**src/rtl/alu_arbiter.sv**
```systemverilog
// rtl/alu_arbiter.sv - round-robin arbiter sharing one ALU between two requesters
module alu_arbiter #(
  parameter int SETTLE_CYCLES = 2
) (
  input  logic        clk,
  input  logic        reset,
  input  logic [1:0]  req_valid,
  output logic [1:0]  req_ready,
  input  logic [31:0] req_operandA0,
  input  logic [31:0] req_operandA1,
  input  logic [31:0] req_operandB0,
  input  logic [31:0] req_operandB1,
  input  logic [5:0]  req_opcode0,
  input  logic [5:0]  req_opcode1,
  input  logic [5:0]  req_funct0,
  input  logic [5:0]  req_funct1,
  output logic [1:0]  rsp_valid,
  input  logic [1:0]  rsp_ready,
  output logic [31:0] rsp_res,
  output logic        rsp_zero,
  output logic        rsp_overflow,
  output logic        rsp_carryout,
  output logic [31:0] alu_operandA,
  output logic [31:0] alu_operandB,
  output logic [5:0]  alu_opcode,
  output logic [5:0]  alu_funct,
  input  logic [31:0] alu_res,
  input  logic        alu_zero,
  input  logic        alu_overflow,
  input  logic        alu_carryout,
  output logic        busy
);

  typedef enum logic [1:0] {S_IDLE, S_EXEC, S_RESP} state_e;

  localparam logic [3:0] CNT_INIT = 4'(SETTLE_CYCLES - 1);

  state_e      state_q, state_d;
  logic        last_q, last_d;
  logic        gnt_q, gnt_d;
  logic [3:0]  cnt_q, cnt_d;
  logic [31:0] alu_a_q, alu_a_d, alu_b_q, alu_b_d;
  logic [5:0]  alu_op_q, alu_op_d, alu_fn_q, alu_fn_d;
  logic [31:0] rsp_res_q, rsp_res_d;
  logic        rsp_z_q, rsp_z_d, rsp_v_q, rsp_v_d, rsp_c_q, rsp_c_d;
  logic        g;

  always_comb begin
    state_d   = state_q;
    last_d    = last_q;
    gnt_d     = gnt_q;
    cnt_d     = cnt_q;
    alu_a_d   = alu_a_q;
    alu_b_d   = alu_b_q;
    alu_op_d  = alu_op_q;
    alu_fn_d  = alu_fn_q;
    rsp_res_d = rsp_res_q;
    rsp_z_d   = rsp_z_q;
    rsp_v_d   = rsp_v_q;
    rsp_c_d   = rsp_c_q;
    req_ready = 2'b00;
    rsp_valid = 2'b00;
    // On a tie the port that was not served last wins.
    g = (req_valid == 2'b11) ? ~last_q : req_valid[1];

    case (state_q)
      S_IDLE: begin
        if (req_valid != 2'b00) begin
          req_ready = g ? 2'b10 : 2'b01;
          state_d   = S_EXEC;
          last_d    = g;
          gnt_d     = g;
          cnt_d     = CNT_INIT;
          alu_a_d   = g ? req_operandA1 : req_operandA0;
          alu_b_d   = g ? req_operandB1 : req_operandB0;
          alu_op_d  = g ? req_opcode1 : req_opcode0;
          alu_fn_d  = g ? req_funct1 : req_funct0;
        end
      end
      S_EXEC: begin
        if (cnt_q == 4'd0) begin
          rsp_res_d = alu_res;
          rsp_z_d   = alu_zero;
          rsp_v_d   = alu_overflow;
          rsp_c_d   = alu_carryout;
          state_d   = S_RESP;
        end else begin
          cnt_d = cnt_q - 4'd1;
        end
      end
      S_RESP: begin
        rsp_valid = gnt_q ? 2'b10 : 2'b01;
        if (rsp_ready[gnt_q]) state_d = S_IDLE;
      end
      default: state_d = S_IDLE;
    endcase

    // A reset cycle neither accepts a request nor delivers a response.
    if (reset) begin
      req_ready = 2'b00;
      rsp_valid = 2'b00;
    end
  end

  always_ff @(posedge clk) begin
    if (reset) begin
      state_q   <= S_IDLE;
      last_q    <= 1'b1;
      gnt_q     <= 1'b0;
      cnt_q     <= 4'd0;
      alu_a_q   <= '0;
      alu_b_q   <= '0;
      alu_op_q  <= '0;
      alu_fn_q  <= '0;
      rsp_res_q <= '0;
      rsp_z_q   <= 1'b0;
      rsp_v_q   <= 1'b0;
      rsp_c_q   <= 1'b0;
    end else begin
      state_q   <= state_d;
      last_q    <= last_d;
      gnt_q     <= gnt_d;
      cnt_q     <= cnt_d;
      alu_a_q   <= alu_a_d;
      alu_b_q   <= alu_b_d;
      alu_op_q  <= alu_op_d;
      alu_fn_q  <= alu_fn_d;
      rsp_res_q <= rsp_res_d;
      rsp_z_q   <= rsp_z_d;
      rsp_v_q   <= rsp_v_d;
      rsp_c_q   <= rsp_c_d;
    end
  end

  assign alu_operandA = alu_a_q;
  assign alu_operandB = alu_b_q;
  assign alu_opcode   = alu_op_q;
  assign alu_funct    = alu_fn_q;
  assign rsp_res      = rsp_res_q;
  assign rsp_zero     = rsp_z_q;
  assign rsp_overflow = rsp_v_q;
  assign rsp_carryout = rsp_c_q;
  assign busy         = (state_q != S_IDLE);

endmodule

```
**config.mk**
```make
export PLATFORM = sky130hd
export DESIGN_NAME = alu_arbiter
export DESIGN_NICKNAME = d
export VERILOG_FILES = /design/src/rtl/alu_arbiter.sv
export SDC_FILE = /design/constraint.sdc
export NUM_CORES = 1
export LEC_CHECK = 0
export ABC_AREA = 1
export BUFFER_PORTS_ARGS = -buffer_cell sky130_fd_sc_hd__buf_2
export CAP_MARGIN = 5
export CORE_AREA = 8 8 115 117
export CTS_BUF_LIST = sky130_fd_sc_hd__clkbuf_8
export DETAILED_ROUTE_END_ITERATION = 12
export DIE_AREA = 0 0 123 125
export PLACE_DENSITY = 0.79
export SKIP_LAST_GASP = 1
export SLEW_MARGIN = 40
export SYNTH_ARGS = -nofsm -noshare
export SYNTH_HDL_FRONTEND = slang
export SYNTH_SLANG_ARGS = --single-unit
export TNS_END_PERCENT = 30
```
**constraint.sdc**
```tcl
create_clock -name clk -period 2 [get_ports clk]
set_clock_uncertainty 0.1 [all_clocks]
set_input_delay 0.4 -clock clk [delete_from_list [all_inputs] [get_ports clk]]
set_output_delay 0.4 -clock clk [all_outputs]
set_load 0.005 [all_outputs]
```
==> Flow_metrics.wiki, run 1 <==
{| class="wikitable"
! Metric !! Value
|-
| Number of enable flip-flop cells after synthesis || 0
|-
| Root Buffer Master || sky130_fd_sc_hd__clkbuf_8
|-
| Worst endpoint required time || 1.50 ns
|-
| Global Route Usage Sum || 0.204
|-
| Synth cell types || 22
|-
| Count of final setup violators || 0
|-
| Synth Area in XOR/XNOR || 0
|-
| Final hold viol count || 0
|-
| Initial standard-cell utilization of the core || 0.400
|-
| CTS tree || yes
|-
| Maximum vdd drop || 643 uV
|-
| Total area of multi-input combinational cells || 2020 um^2
|-
| Vias in the first global route || 4919
|-
| Min-delay src || req_operandB0[20]
|-
| HP Class || in -> reg
|-
| Detailed-routing iteration count for the pre-antenna-repair pass || 5
|-
| Cells after Synth || 625
|-
| Largest net degree at the start of global routing || 65
|-
| Max frequency || 533 MHz
|-
| Remaining DRCs || 0
|-
| Most repeated cell in the gate-level netlist after synthesis || sky130_fd_sc_hd__nand2_1
|-
| Detailed placement HPWL || 12.3 mm
|-
| Latest clock arrival within the worst-skew pair || 0.43 ns
|-
| Actual transition at the worst max-transition pin || 0.655 ns
|-
| Worst relative slew slack || 0.563
|-
| Final global-route overflow total || 0
|-
| Post-synthesis net count || 820
|-
| Part of the cycle the worst path needs || 0.938
|-
| RePlAce Congestion || 0.809
|-
| Ys flop type || sky130_fd_sc_hd__dfxtp_1
|-
| Reg2reg start || cnt_q[0]$_SDFFE_PP0P_
|-
| Aggregate routed wire length || 16.3 mm
|-
| Height of the chip || 125 um
|-
| Worst Path Max Fanout || 3
|-
| Area share of the largest cell type after synthesis || 0.513
|-
| Combinational family with the most area after synthesis || simple AND/OR/NAND/NOR gates
|-
| Adder and majority gate portion of the synthesized area || 0.00539
|-
| Number of clock sinks seen by CTS || 119
|-
| Clk pin slew, worst setup/hold paths || 0.07 ns
|-
| Longest Clk Path Bufs || 2
|-
| Worst hold stages || 3
|-
| Launching element of the worst setup path || state_q[0]$_SDFFE_PP0P_
|-
| Area used by sequential logic in the layout || 2380 um^2
|-
| Power Total || 6840 uW
|-
| Total via count in the routed design || 5217
|-
| Minimum clock period || 1.88 ns
|-
| Biggest area contributors in the synthesized netlist || sky130_fd_sc_hd__dfxtp_1 (51%), sky130_fd_sc_hd__nand2_1 (13%), sky130_fd_sc_hd__nor2_1 (9.0%), sky130_fd_sc_hd__nand3_1 (7.9%), sky130_fd_sc_hd__o21ai_0 (7.9%)
|-
| Area leader, netlist || sky130_fd_sc_hd__dfxtp_1
|-
| Final net count || 1121
|-
| Crit path launch type || flip-flop
|-
| Antenna violations before repair || 1
|-
| Pins over their slew limit || 0
|-
| Post-Syn Area || 4640 um^2
|-
| Layout cells sized above 1 || 0.390
|-
| Sequential area share after synthesis || 0.513
|-
| WL per Instance || 15.1 um
|-
| Post-synthesis average cell area || 7.43 um^2
|-
| Simple-gate share of the synthesized area || 0.320
|-
| Post-DRT Antenna Nets || 0
|-
| Drt initial violations || 348
|-
| Kind of critical path || reg -> out
|-
| Synthesized flop and latch total || 119
|-
| Multiplexer fraction of the synthesized cell area || 0
|-
| Synthesis-to-finish area growth || 44.1%
|-
| Wire length of the first global-routing pass || 25.0 mm
|-
| Number of cell rows || 40
|-
| RSZ-0062 raised after global routing || false
|-
| Input/output buffers || 308
|-
| Reg2reg path depth || 7
|-
| Max H-tree Level || 4
|-
| Total power density per cell area || 1020 nW/um^2
|-
| Filler Cell Count || 1084
|-
| Share of flip-flops with an asynchronous set or reset after synthesis || 0
|-
| Number of placed I/O pins || 309
|-
| Leakage power || 0.00351 uW
|-
| CORE AREA || 11600 um^2
|-
| Area fraction in compound gates after synthesis || 0.108
|-
| Leading cell types by count after synthesis || sky130_fd_sc_hd__nand2_1 (161), sky130_fd_sc_hd__dfxtp_1 (119), sky130_fd_sc_hd__nor2_1 (111), sky130_fd_sc_hd__nand3_1 (73), sky130_fd_sc_hd__o21ai_0 (73)
|-
| Number of max-cap violations || 0
|-
| Sum of negative setup slack || 0 ns
|-
| Die footprint || 15400 um^2
|-
| Kind of end point of the critical path || output port
|-
| Yosys warns || 0
|-
| Worst path arrival time || 1.38 ns
|-
| Per-cell via count in the routed design || 4.81
|-
| CTS buffer count || 17
|-
| Worst hold slack || 0.0628 ns
|-
| Horizontal die dimension || 123 um
|-
| Outcome || finished clean
|}
-- flip-flops by register name, indices dropped and copies added (netlist names) --
signal / count
cnt_q: 4
gnt_q: 1
last_q: 1
rsp_overflow: 1
rsp_res: 32
state_q: 2
alu_funct: 6
alu_operandA: 32
alu_opcode: 6
alu_operandB: 32
rsp_zero: 1
rsp_carryout: 1
-- placed cells by master, fill, tap and decap left out, types with 3 or more instances in the layout --
cell | netlist | final
sky130_fd_sc_hd__a21oi_1 | 5 | 5
sky130_fd_sc_hd__buf_12 | 0 | 3
sky130_fd_sc_hd__buf_2 | 17 | 308
sky130_fd_sc_hd__buf_4 | 7 | 9
sky130_fd_sc_hd__clkbuf_8 | 0 | 21
sky130_fd_sc_hd__clkinv_2 | 0 | 4
sky130_fd_sc_hd__dfxtp_1 | 119 | 117
sky130_fd_sc_hd__inv_1 | 8 | 9
sky130_fd_sc_hd__inv_2 | 3 | 3
sky130_fd_sc_hd__nand2_1 | 161 | 161
sky130_fd_sc_hd__nand3_1 | 73 | 73
sky130_fd_sc_hd__nor2_1 | 111 | 111
sky130_fd_sc_hd__nor2_4 | 6 | 7
sky130_fd_sc_hd__o21ai_0 | 73 | 73
sky130_fd_sc_hd__o21ai_1 | 20 | 20
-- critical path, cell delays in order, from the launching register on --
cell	delay [ns]
sky130_fd_sc_hd__dfxtp_2	0.33
sky130_fd_sc_hd__nor2_4	0.13
sky130_fd_sc_hd__inv_2	0.06
sky130_fd_sc_hd__nor2_4	0.11
sky130_fd_sc_hd__nand2_2	0.08
sky130_fd_sc_hd__nor2_4	0.09
sky130_fd_sc_hd__buf_2	0.13
-- metrics by stage --
stage	std cells	instance area (um^2)	util	worst slack [ns]
global placement	1051	6270	0.540	0.216
detailed placement	1051	6270	0.540	0.211
CTS	1082	6670	0.574	-0.00725
floorplan	625	4640	-	0.491
global route	1085	6690	0.576	0.0137
finish	1085	6690	0.576	0.125
-- area by class of cell --
class / instances / area share
Tap cell: 147 / 0.0275
Clock inverter: 9 / 0.0152
Antenna cell: 1 / 0.000374
Clock buffer: 21 / 0.0432
Inverter: 11 / 0.00617
Sequential cell: 119 / 0.357
Timing Repair Buffer: 320 / 0.250
Multi-Input combinational cell: 457 / 0.302
-- layer usage --
metal,routed length (um),track usage,vias up
met5,0,0,-
met4,412,0.0893,0
met3,1830,0.0752,31
met2,7810,0.336,248
met1,6280,0.231,2317
li1,-,-,2621
-- report_power, final --
part           switching (uW)  leakage [uW]  internal (uW)  total (uW)
Sequential                206      0.000981           2810        3020
Clock                     929      0.000208           1220        2150
Combinational             956       0.00232            726        1680
Total                    2090       0.00351           4750        6840
-- path summary, 6_finish.rpt --
path	to	slack, ns
max	req_ready[0]	0.12
min	alu_operandB[20]$_SDFFE_PP0P_	0.06
max reg2reg	rsp_res[13]$_SDFFE_PP0P_	0.25
min reg2reg	alu_operandB[29]$_SDFFE_PP0P_	0.35
-- logic make-up (layout without fill, tap and decap cells) --
group / after synthesis / after routing
AO/OA/AOI/OAI: 99 / 99
flip-flops: 119 / 119
AND/OR/NAND/NOR: 356 / 356
buffers and inverters: 49 / 361
adder cells (fa/ha/maj): 2 / 2
other: 0 / 1
-- what timing repair did --
item | in CTS | in global routing
pin swaps | 1 | 2
gates resized for setup | 0 | 2
hold buffers | 0 | 0
setup endpoints to repair | 2 | 1
buffers inserted | 1 | 2
Power figures use the tool's default switching activity.
==> inputs of run 2 (changes only) <==
--- a/config.mk
+++ b/config.mk
@@ -8,11 +8,11 @@
 export ABC_AREA = 1
 export BUFFER_PORTS_ARGS = -buffer_cell sky130_fd_sc_hd__buf_2
 export CAP_MARGIN = 5
-export CORE_AREA = 8 8 115 117
+export CORE_MARGIN = 8
+export CORE_UTILIZATION = 43
 export CTS_BUF_LIST = sky130_fd_sc_hd__clkbuf_8
 export DETAILED_ROUTE_END_ITERATION = 12
-export DIE_AREA = 0 0 123 125
-export PLACE_DENSITY = 0.79
+export PLACE_DENSITY = 0.82
 export SKIP_LAST_GASP = 1
 export SLEW_MARGIN = 40
 export SYNTH_ARGS = -nofsm -noshare
==> constraint.sdc (replaced) <==
create_clock -name clk -period 1.9 [get_ports clk]
set_clock_uncertainty 0.1 [all_clocks]
set_input_delay 0.38 -clock clk [delete_from_list [all_inputs] [get_ports clk]]
set_output_delay 0.38 -clock clk [all_outputs]
set_load 0.005 [all_outputs]
==> run 2 against run 1 <==
Net effect: count of clock-buffer cells in the layout fell by 1; sequential power is 5% higher; utilization increased by 5.3 points; sequential share of layout area fell by 0.16 points; register-to-register slack lost 0.05 ns; final area is 0.56% higher; wire length down 1.2%; setup slack got worse by 0.063 ns; critical path type unchanged.
==> Flow_metrics.wiki, run 2 (synthesized netlist as in run 1, its figures left out) <==
{| class="wikitable"
! Metric !! Value
|-
| Number of max-cap violations || 0 (unchanged)
|-
| Per-cell via count in the routed design || 4.79 (was 4.81)
|-
| Horizontal die dimension || 120 um (was 123 um)
|-
| Worst Path Max Fanout || 3 (unchanged)
|-
| Layout cells sized above 1 || 0.391 (was 0.390)
|-
| Filler-free cell count of the finished design || 1082 (was 1085)
|-
| Root Buffer Master || sky130_fd_sc_hd__clkbuf_8 (unchanged)
|-
| Worst endpoint required time || 1.42 ns (was 1.50 ns)
|-
| Worst hold slack || 0.0532 ns (was 0.0628 ns)
|-
| Actual transition at the worst max-transition pin || 0.577 ns (was 0.655 ns)
|-
| Outcome || finished clean (unchanged)
|-
| Minimum clock period || 1.84 ns
|-
| Worst relative slew slack || 0.615 (was 0.563)
|-
| Remaining DRCs || 0 (unchanged)
|-
| Most common cell type on the critical path || sky130_fd_sc_hd__nor2_4 (unchanged)
|-
| Pins over their slew limit || 0 (unchanged)
|-
| Drt initial violations || 361 (was 348)
|-
| Vias in the first global route || 5075 (was 4919)
|-
| Height of the chip || 120 um (was 125 um)
|-
| Number of cell rows || 38 (was 40)
|-
| CTS tree || yes (unchanged)
|-
| Part of the cycle the worst path needs || 0.968
|-
| Detailed placement HPWL || 12.2 mm (was 12.3 mm)
|-
| Slowest cell on crit path || sky130_fd_sc_hd__dfxtp_4 (was sky130_fd_sc_hd__dfxtp_2)
|-
| Post-DRT Antenna Nets || 0 (unchanged)
|-
| Synthesis-to-finish area growth || 44.9% (was 44.1%)
|-
| Kind of end point of the critical path || output port (unchanged)
|-
| Filler Cell Count || 1004 (was 1084)
|-
| Latest clock arrival within the worst-skew pair || 0.42 ns (was 0.43 ns)
|-
| Die footprint || 14400 um^2 (was 15400 um^2)
|-
| Clk pin slew, worst setup/hold paths || 0.07 ns (about the same)
|-
| Final hold viol count || 0 (unchanged)
|-
| Final global-route overflow total || 0 (unchanged)
|-
| RSZ-0062 raised after global routing || true (was false)
|-
| Count of hold-fix buffers inserted at cts || 0 (unchanged)
|-
| Max H-tree Level || 4 (unchanged)
|-
| Count of buffering cells on the critical path with inverters included || 2 (unchanged)
|-
| Global Route Usage Sum || 0.218 (was 0.204)
|-
| Max frequency || 544 MHz
|-
| Initial standard-cell utilization of the core || 0.434 (was 0.400)
|-
| Wire length of the first global-routing pass || 25.2 mm (was 25.0 mm)
|-
| Number of clock sinks seen by CTS || 119 (unchanged)
|-
| Maximum vdd drop || 551 uV (was 643 uV)
|-
| Input/output buffers || 308 (unchanged)
|-
| Area used by sequential logic in the layout || 2390 um^2 (was 2380 um^2)
|-
| WL per Instance || 14.9 um (was 15.1 um)
|-
| Longest Clk Path Bufs || 2 (unchanged)
|-
| Largest net degree at the start of global routing || 59 (was 65)
|-
| Kind of critical path || reg -> out (unchanged)
|-
| Aggregate routed wire length || 16.1 mm (was 16.3 mm)
|-
| CORE AREA || 10700 um^2 (was 11600 um^2)
|-
| Peak per-stage delay on the critical path || 0.35 ns (was 0.33 ns)
|-
| Total power density per cell area || 1090 nW/um^2 (was 1020 nW/um^2)
|-
| Detailed-routing iteration count for the pre-antenna-repair pass || 5 (unchanged)
|-
| Sum of negative setup slack || 0 ns (unchanged)
|-
| Leakage power || 0.00353 uW (was 0.00351 uW)
|-
| RePlAce Congestion || 0.829 (was 0.809)
|-
| Final net count || 1125 (was 1121)
|-
| Crit path launch type || flip-flop (unchanged)
|-
| Antenna violations before repair || 1 (unchanged)
|-
| HP Class || in -> reg (unchanged)
|-
| Total via count in the routed design || 5185 (was 5217)
|-
| Count of final setup violators || 0 (unchanged)
|-
| CTS buffer count || 17 (unchanged)
|-
| Top cell family by delay on the critical path || simple AND/OR/NAND/NOR gates (unchanged)
|-
| Total area of multi-input combinational cells || 2020 um^2 (about the same)
|-
| Share of the core filled with cells || 0.629 (was 0.576)
|-
| Cells along the critical path || nor2_4, inv_2, nor2_4, nand2_4, nor2_4, buf_6 (was nor2_4, inv_2, nor2_4, nand2_2, nor2_4, buf_2)
|-
| Commonest cells after routing, fill and taps aside || sky130_fd_sc_hd__buf_2 (307), sky130_fd_sc_hd__nand2_1 (161), sky130_fd_sc_hd__dfxtp_1 (117) (was sky130_fd_sc_hd__buf_2 (308), sky130_fd_sc_hd__nand2_1 (161), sky130_fd_sc_hd__dfxtp_1 (117))
|-
| Worst path arrival time || 1.36 ns (was 1.38 ns)
|-
| Placed insts || 1048 (was 1051)
|-
| Number of placed I/O pins || 309 (unchanged)
|-
| Most common library cell in the layout ignoring fill and taps || sky130_fd_sc_hd__buf_2 (unchanged)
|-
| Power Total || 7300 uW (was 6840 uW)
|}
run 2: cell count changes in the layout (fill, tap and decap cells not counted), sizes merged:
cell      before  now
bufinv         2    3
inv           12   13
buf          320  324
clkinvlp       0    3
clkinv         6    2
clkbuf        21   20
run 2: final cells by class:
type	count	area share
clock buffer	20	0.0409
clock inverter	10	0.0193
tap	140	0.0260
sequential	119	0.355
inverter	11	0.00614
multi-input combinational	457	0.301
antenna	1	0.000372
timing repair buffer	324	0.252
run 2: worst paths after layout:
check,from,end,depth (start not counted),slack (ns)
max,state_q[1]$_SDFFE_PP0P_,req_ready[0],6,0.06
min,req_operandA0[23],alu_operandA[23]$_SDFFE_PP0P_,3,0.05
max reg2reg,state_q[1]$_SDFFE_PP0P_,rsp_res[14]$_SDFFE_PP0P_,7,0.20
min reg2reg,alu_operandA[16]$_SDFFE_PP0P_,alu_operandA[16]$_SDFFE_PP0P_,2,0.35
run 2: per-layer routing:
layer,GRT usage,share of wire
met3,0.0855,0.094
met1,0.236,0.38
met2,0.371,0.50
met4,0.0945,0.027
met5,0,0
run 2: stage by stage:
stage / setup WS, ns / cell area (um^2)
6_report: 0.0616 / 6730
3_5_place_dp: 0.220 / 6280
2_1_floorplan: 0.411 / 4640
4_1_cts: -0.00449 / 6720
5_1_grt: -0.0546 / 6730
3_3_place_gp: 0.269 / 6280
run 2: worst register-to-register path: cells and delay by family (launching register included):
family | cells | cell delay, ns
flip-flops | 1 | 0.35
buffers and inverters | 3 | 0.51
AND/OR/NAND/NOR | 4 | 0.63
run 2: what timing repair did:
item,4_1_cts,5_1_grt
endpoints found under the setup margin,2,2
pin swaps,2,2
resized for setup,5,0
setup buffers,2,1
run 2: where the power goes:
group          switching, uW  internal (uW)
Combinational           1020            780
Clock                    951           1370
Sequential               220           2960
